<file path="config.mk">
export PLATFORM = sky130hd
export DESIGN_NAME = writeback_arbiter
export DESIGN_NICKNAME = d
export VERILOG_FILES = /design/src/rtl/writeback_arbiter.sv
export SDC_FILE = /design/constraint.sdc
export NUM_CORES = 1
export LEC_CHECK = 0
export ABC_AREA = 1
export BUFFER_PORTS_ARGS = -buffer_cell sky130_fd_sc_hd__buf_4
export CAP_MARGIN = 10
export CORE_MARGIN = 8
export CORE_UTILIZATION = 60
export DETAILED_ROUTE_END_ITERATION = 10
export HOLD_SLACK_MARGIN = 0.05
export PLACE_DENSITY_LB_ADDON = 0.3
export SLEW_MARGIN = 20
export SYNTH_ARGS = -nofsm -noshare
export SYNTH_HDL_FRONTEND = slang
export SYNTH_SLANG_ARGS = --single-unit
</file>
<file path="constraint.sdc">
create_clock -name clk -period 11 [get_ports clk]
set_input_delay 0.55 -clock clk [delete_from_list [all_inputs] [get_ports clk]]
set_output_delay 0.55 -clock clk [all_outputs]
set_load 0.02 [all_outputs]
</file>
<file path="src/rtl/writeback_arbiter.sv">
// Two-source register-file writeback arbiter: per-source FIFOs, round-robin grant on ties,
// registered write port that idles at zero, and a combinational pending-write scoreboard.
module writeback_arbiter #(
    parameter int unsigned DEPTH = 2
) (
    input  logic        clk,
    input  logic        reset,
    input  logic        alu_valid,
    output logic        alu_ready,
    input  logic [4:0]  alu_rd,
    input  logic [63:0] alu_data,
    input  logic        ld_valid,
    output logic        ld_ready,
    input  logic [4:0]  ld_rd,
    input  logic [63:0] ld_data,
    output logic [63:0] wb_reg_addr,
    output logic [63:0] wb_data,
    output logic        wb_valid,
    output logic [31:0] pending_mask
);
    localparam int unsigned PtrW = $clog2(DEPTH);
    localparam int unsigned CntW = PtrW + 1;

    // Index 0 is the ALU source, index 1 is the load source.
    logic [4:0]      rd_mem   [2][DEPTH];
    logic [63:0]     data_mem [2][DEPTH];
    logic [PtrW-1:0] wptr_q [2];
    logic [PtrW-1:0] wptr_d [2];
    logic [PtrW-1:0] rptr_q [2];
    logic [PtrW-1:0] rptr_d [2];
    logic [CntW-1:0] cnt_q  [2];
    logic [CntW-1:0] cnt_d  [2];
    logic            last_grant_q, last_grant_d;
    logic            wb_valid_q, wb_valid_d;
    logic [4:0]      wb_rd_q, wb_rd_d;
    logic [63:0]     wb_data_q, wb_data_d;

    logic [1:0]      in_valid, ready, push, pop, nonempty;
    logic [4:0]      in_rd   [2];
    logic [63:0]     in_data [2];
    logic            grant_any, grant_sel;
    logic [PtrW-1:0] idx;
    logic [31:0]     pending;

    always_comb begin
        in_valid   = {ld_valid, alu_valid};
        in_rd[0]   = alu_rd;
        in_rd[1]   = ld_rd;
        in_data[0] = alu_data;
        in_data[1] = ld_data;
        for (int s = 0; s < 2; s++) begin
            ready[s]    = cnt_q[s] < CntW'(DEPTH);
            nonempty[s] = cnt_q[s] != '0;
            push[s]     = in_valid[s] && ready[s];
        end
    end

    assign alu_ready = ready[0];
    assign ld_ready  = ready[1];

    // On a tie the source that did not win last time goes; otherwise whichever is non-empty.
    always_comb begin
        grant_any    = |nonempty;
        grant_sel    = (&nonempty) ? ~last_grant_q : nonempty[1];
        pop          = '0;
        last_grant_d = last_grant_q;
        wb_valid_d   = grant_any;
        wb_rd_d      = '0;
        wb_data_d    = '0;
        if (grant_any) begin
            pop[grant_sel] = 1'b1;
            last_grant_d   = grant_sel;
            wb_rd_d        = rd_mem[grant_sel][rptr_q[grant_sel]];
            wb_data_d      = data_mem[grant_sel][rptr_q[grant_sel]];
        end
        for (int s = 0; s < 2; s++) begin
            cnt_d[s]  = cnt_q[s] + CntW'(push[s]) - CntW'(pop[s]);
            wptr_d[s] = push[s] ? wptr_q[s] + PtrW'(1) : wptr_q[s];
            rptr_d[s] = pop[s] ? rptr_q[s] + PtrW'(1) : rptr_q[s];
        end
    end

    // Storage is not reset; counts and pointers alone define which entries are live.
    always_ff @(posedge clk) begin
        for (int s = 0; s < 2; s++) begin
            if (push[s]) begin
                rd_mem[s][wptr_q[s]]   <= in_rd[s];
                data_mem[s][wptr_q[s]] <= (in_rd[s] == 5'd0) ? 64'd0 : in_data[s];
            end
        end
    end

    always_ff @(posedge clk) begin
        if (reset) begin
            for (int s = 0; s < 2; s++) begin
                cnt_q[s]  <= '0;
                wptr_q[s] <= '0;
                rptr_q[s] <= '0;
            end
            last_grant_q <= 1'b1;
            wb_valid_q   <= 1'b0;
            wb_rd_q      <= '0;
            wb_data_q    <= '0;
        end else begin
            for (int s = 0; s < 2; s++) begin
                cnt_q[s]  <= cnt_d[s];
                wptr_q[s] <= wptr_d[s];
                rptr_q[s] <= rptr_d[s];
            end
            last_grant_q <= last_grant_d;
            wb_valid_q   <= wb_valid_d;
            wb_rd_q      <= wb_rd_d;
            wb_data_q    <= wb_data_d;
        end
    end

    // Live entries sit at rptr, rptr+1, ... for cnt slots.
    always_comb begin
        pending = '0;
        idx     = '0;
        for (int s = 0; s < 2; s++) begin
            for (int unsigned i = 0; i < DEPTH; i++) begin
                idx = rptr_q[s] + PtrW'(i);
                if (CntW'(i) < cnt_q[s]) begin
                    pending[rd_mem[s][idx]] = 1'b1;
                end
            end
        end
        if (wb_valid_q) begin
            pending[wb_rd_q] = 1'b1;
        end
        pending[0] = 1'b0;
    end

    assign pending_mask = pending;
    assign wb_valid     = wb_valid_q;
    assign wb_reg_addr  = {59'd0, wb_rd_q};
    assign wb_data      = wb_data_q;

endmodule

</file>
Yosys cells after proc, flatten, opt, wreduce, memory -nomap -nowiden
Memory sizes are Yosys's and may differ from the RTL's.
Cells that the tools add are included.
{ "totals": {"n_memories": 5, "wordCells": 146, "ff_bits": 71, "ram_bits": 284} }
{ "mem_list": {"columns": ["name", "depth", "word_bits", "rd", "rd_ports_with_merged_regs", "wr", "line", "text"], "rows": [
  ["data_mem", 2, 128, 1, 0, 2, "26", "logic [63:0] data_mem [2][DEPTH];"],
  ["rd_mem", 2, 10, 3, 0, 2, "25", "logic [4:0] rd_mem [2][DEPTH];"],
  ["cnt_q", 2, 2, 2, 0, 2, "31", "logic [CntW-1:0] cnt_q [2];"],
  ["rptr_q", 2, 1, 3, 0, 2, "29", "logic [PtrW-1:0] rptr_q [2];"],
  ["wptr_q", 2, 1, 2, 0, 2, "27", "logic [PtrW-1:0] wptr_q [2];"]
]} }
{ "op_classes": {"n_addsub": 8, "mux": 66, "n_lt_le_gt_ge": 27, "reduce_logical": 17, "bitwise_logic": 19} }
{ "op_table": {"columns": ["cell", "count"], "rows": [
  ["two-way mux 64 bit", 7],
  ["two-way mux 128 bit", 2],
  ["two-way mux 32 bit", 5],
  ["demux 64 bit (select 1 bit)", 2],
  ["bitwise OR 32 bit", 4],
  ["two-way mux 5 bit", 17],
  ["less-than comparator 5 x 6 -> 1 bit, second input constant", 5],
  ["demux 1 bit (select 5 bit)", 5],
  [">= comparator 5 x 1 -> 1 bit, second input constant", 5],
  ["two-way mux 1 bit", 20],
  ["two-way mux 10 bit", 2],
  [">= comparator 2 bit, second input constant", 7],
  ["NOT 1 -> 2 bit", 7],
  ["demux 5 bit (select 1 bit)", 2],
  ["logical AND 1 bit", 10],
  ["zero test 5 bit", 2],
  ["less-than comparator 1 x 2 -> 1 bit, first input constant", 4],
  ["two-way mux 2 bit", 3],
  ["bitwise OR 1 bit", 6],
  ["adder 1 bit, second input constant", 4],
  ["adder 2 x 1 -> 2 bit", 2],
  ["less-than comparator 2 x 1 -> 1 bit, second input constant", 2],
  ["less-than comparator 2 bit, second input constant", 2],
  ["nonzero test 2 bit", 2],
  ["7 further kinds", 10]
]} }

Depth between registers and ports, before layout
An unclocked memory read counts as a cell.
{ "logic_depth": {"depth_word": 18, "depth_mapped": 11, "mapped_depth_nobuf": 10} }

Worst setup path after synthesis
No wires, ideal clock.
{ "synth_timing": {"path_type": "flip-flop to flip-flop", "startpoint": "memory cnt_q[0][1] (netlist bit)", "endpoint": "memory data_mem[0][0] (netlist bit) (enable)", "setup_ns": 0.498, "path_stages_with_launch": 5, "t_required_ns": 10.502, "path_slack_ns": 6.857, "path_buffers": 1, "arrival_time_ns": 3.645, "cell_sequence": "dfxtp_1 > buf_2 > inv_1 > nand2_1 > nor2_1"} }
{ "synth_rtl": {"columns": ["item", "line"], "rows": [
  ["from (decl)", "31"],
  ["to (decl)", "26"]
]} }

==> out/qor.yml <==
cells_and_area:
  area_growth_pct: 19.23
  drive_above_1_share_pct: 14.92
  antenna_cells: 0
  seq_area_um2: 9869
  multi_input_area_um2: 5455
  nNetsFinal: 2362
  fillers: 2090
  fin_cells: 2623
min_path:
  worstHoldEndpoint: "rd_mem[1][7]$_DFFE_PP_"
  hold_depth: 1
  hold_class: "primary input to register"
  min-delay-start: "ld_rd[2]"
logic_synthesis:
  synth_area_leaders: "edfxtp_1 (49%), nand2_1 (16%), dfxtp_1 (9.4%)"
  yosysTopAreaCellShare_pct: 49.32
  netlist_area_um2: 16810
  yosysSeqAreaShare_pct: 58.73
  syn_area_per_cell_um2: 8.411
  ys_warn_count: 0
  synth.distinct_cells: 27
  postSynthCellCount: 1998
  synth-seq-cells: 355
  yosys.area.top_type: "edfxtp_1"
critical_path:
  critPathArrivalTime_ns: 4.04
  cp_max_fo: 100
  crit_path_start_kind: "register"
  cp.required_ns: 11.41
  worstSetupEndpointType: "register"
  r2r_cells: 10
  critPathSlowestCell: "buf_4"
  crit_top_cell: "nand2_1"
  r2r_start: "cnt_q[0][1]$_SDFF_PP0_"
  rrSetupSlack_ns: 7.38
  crit_buf_inv: 3
  path_delay_family: "buffers and inverters"
  r2r_end: "wb_data[22]$_SDFF_PP0_"
  cpPeakStageDelay_ns: 0.75
  path_class: "register to register"
  cp_cell_sequence: "o21ai_4 -> nand2_4 -> buf_4 -> nand2_1 -> nand2_1 -> inv_4 -> buf_4 -> nand2_1 -> nand2_1 -> nor2_1"
drt:
  dr.pass1.iters: 5
  drc: 0
  via_per_inst: 5.063
  vias: 13280
  wl_um: 44670
  drt_iter0_markers: 1297
  wl_per_cell_um: 17.03
  drtAntennaViolNets: 0
clocking:
  cts.htree.levels: 2
  clock_latency_ns: 0.52
  cts_num_sinks: 355
  clk_pin_slew_ns: 0.06
  hold_buffers: 0
  clock_tree.root_cell: "clkbuf_16"
  cts_buffer_depth: 3
  cts_tree: "yes"
  cts_inserted_buffers: 38
  cts_resized: 0
  postCtsSetupBuffers: 0
grt:
  grt_pass1_vias: 12980
  grt_max_degree: 101
  antenna_found_initial: 0
  grt_pass1_wl_um: 68900
  grt_overflow: 0
  globalRouteTotalUtil_pct: 25.92
sta:
  fin_ws_ns: 7.376
  fin_crit_sh_pct: 32.95
  relSlewSlack_pct: 30.23
  period_needed_ns: 3.624
  max_freq_mhz: 275.9
  maxSlewViolCount: 0
  hold_viol: 0
  setup_tns_ns: 0
  fin_skew_ns: 0.01783
  rsz0062_at_grt: "false"
  tightest_slew_ns: 1.047
  setup-violations-final: 0
placement:
  port_buffers: 244
  gp_congestion: 0.9272
  dpl.cell_count: 2552
  place_ws_ns: 7.439
  hpwl_um: 28590
floorplan:
  dieArea_um2: 33620
  start_util_pct: 60.66
  fp.coreArea_um2: 27710
  row_count: 61
  die_h_um: 183.4
  dieWidth_um: 183.4
  io_pins: 305
status:
  status: "completed"
job:
  drv_cap: 0
power_and_ir_drop:
  clkPwrFrac_pct: 26.1
  switchingPower_mw: 2.049
  finalPower_mw: 5.155
  combPwrFrac_pct: 38.7
  p_per_area_nw_per_um2: 257.3
  p_sw_share_pct: 39.74
  ir_drop_mv: 0.2067
  internal_power_mw: 3.106
  seq_power_share_pct: 35.2
  p_leak_nw: 9.673
==> flip-flops by register name (all words and copies together) (netlist names) <==
register and flops:
wb_valid 1, rptr_q 2, wptr_q 2, wb_rd_q 5, cnt_q 4, last_grant_q 1, data_mem 256, wb_data 64
rd_mem 20
==> worst max-delay path by stage <==
stage                     slack (ns)                  endpoint                   start  depth (start not counted)
after floorplan                 6.86  data_mem[0][0]$_DFFE_PP_  cnt_q[0][1]$_SDFF_PP0_                          4
after global routing            7.07    cnt_q[0][3]$_SDFF_PP0_  cnt_q[0][3]$_SDFF_PP0_                         12
after CTS                       7.43    cnt_q[0][3]$_SDFF_PP0_  cnt_q[0][3]$_SDFF_PP0_                         12
after global placement          7.51    cnt_q[0][3]$_SDFF_PP0_  cnt_q[0][3]$_SDFF_PP0_                         12
final                           7.38    wb_data[22]$_SDFF_PP0_  cnt_q[0][1]$_SDFF_PP0_                         10
after detailed placement        7.44    cnt_q[0][3]$_SDFF_PP0_  cnt_q[0][3]$_SDFF_PP0_                         12
==> metrics by stage <==
stage	util [%]	area (µm²)	hold WS [ns]
after CTS	72.15	19990	0.2203
after global placement	67.35	18660	0.5223
after global routing	72.33	20040	0.2219
after floorplan	-	17030	0.4813
after detailed placement	67.35	18660	0.5343
final	72.33	20040	0.2424
==> Yosys cell counts <==
cell	count
a21oi_1	6
buf_1	1
buf_2	37
buf_4	63
buf_6	2
clkbuf_1	37
conb_1	1
dfxtp_1	79
edfxtp_1	276
ha_1	4
inv_1	246
inv_2	2
nand2_1	714
nand2_2	1
nand3_1	83
nand3_2	1
nand3b_1	64
nor2_1	344
nor2_2	1
nor3_1	5
nor3_2	1
o211ai_1	1
o21ai_0	18
o21ai_1	6
o21ai_4	1
or2_2	2
xnor2_1	2
==> cells in the final DEF, fill, tap and decap left out, drive strengths merged <==
cell,count
nor2,345
edfxtp,276
clkbuf,47
nor3,6
or2,2
nand2,715
clkinv,12
a21oi,6
buf,259
xnor2,2
inv,251
conb,60
o211ai,1
ha,4
bufinv,6
dfxtp,79
nand3,84
clkinvlp,1
o21ai,25
nand3b,64
==> cells by family (layout without fill, tap and decap cells) <==
group / after synthesis / count (layout) / share of synthesized area [%]
flops: 355 / 355 / 58.73
compound gates: 32 / 32 / 1.035
xor+xnor: 2 / 2 / 0.1042
buf+inv: 388 / 576 / 10.44
other cells: 1 / 60 / 0.02231
fa+ha+maj: 4 / 4 / 0.2978
simple gates: 1216 / 1216 / 29.38
==> area by class of cell <==
type / instances / area share [%]
sequential: 355 / 49.25
multi-input combinational: 1314 / 27.22
timing repair buffer: 259 / 9.866
inverter: 248 / 4.658
tap: 378 / 2.360
clock inverter: 22 / 1.361
clock buffer: 47 / 5.276
==> power groups by stage <==
| stage | logic [mW] | registers (mW) | clock network (mW) |
|---|---|---|---|
| floorplan | 1.32 | 1.90 | 0 |
| global placement | 1.88 | 1.84 | 0 |
| detailed placement | 1.95 | 1.84 | 0 |
| CTS | 1.97 | 1.82 | 1.36 |
| global route | 2.22 | 1.83 | 1.41 |
| finish | 1.99 | 1.81 | 1.35 |
==> metal layers <==
| metal | share of wire (%) | wire length [µm] | global-route usage, % | up-vias |
|---|---|---|---|---|
| li1 | - | - | - | 6498 |
| met4 | 2.6 | 1151 | 9.109 | 0 |
| met5 | 0 | 0 | 0 | - |
| met3 | 8.8 | 3924 | 5.243 | 91 |
| met1 | 39 | 17390 | 32.47 | 6070 |
| met2 | 50 | 22200 | 44.24 | 622 |
Power figures use the tool's default switching activity.
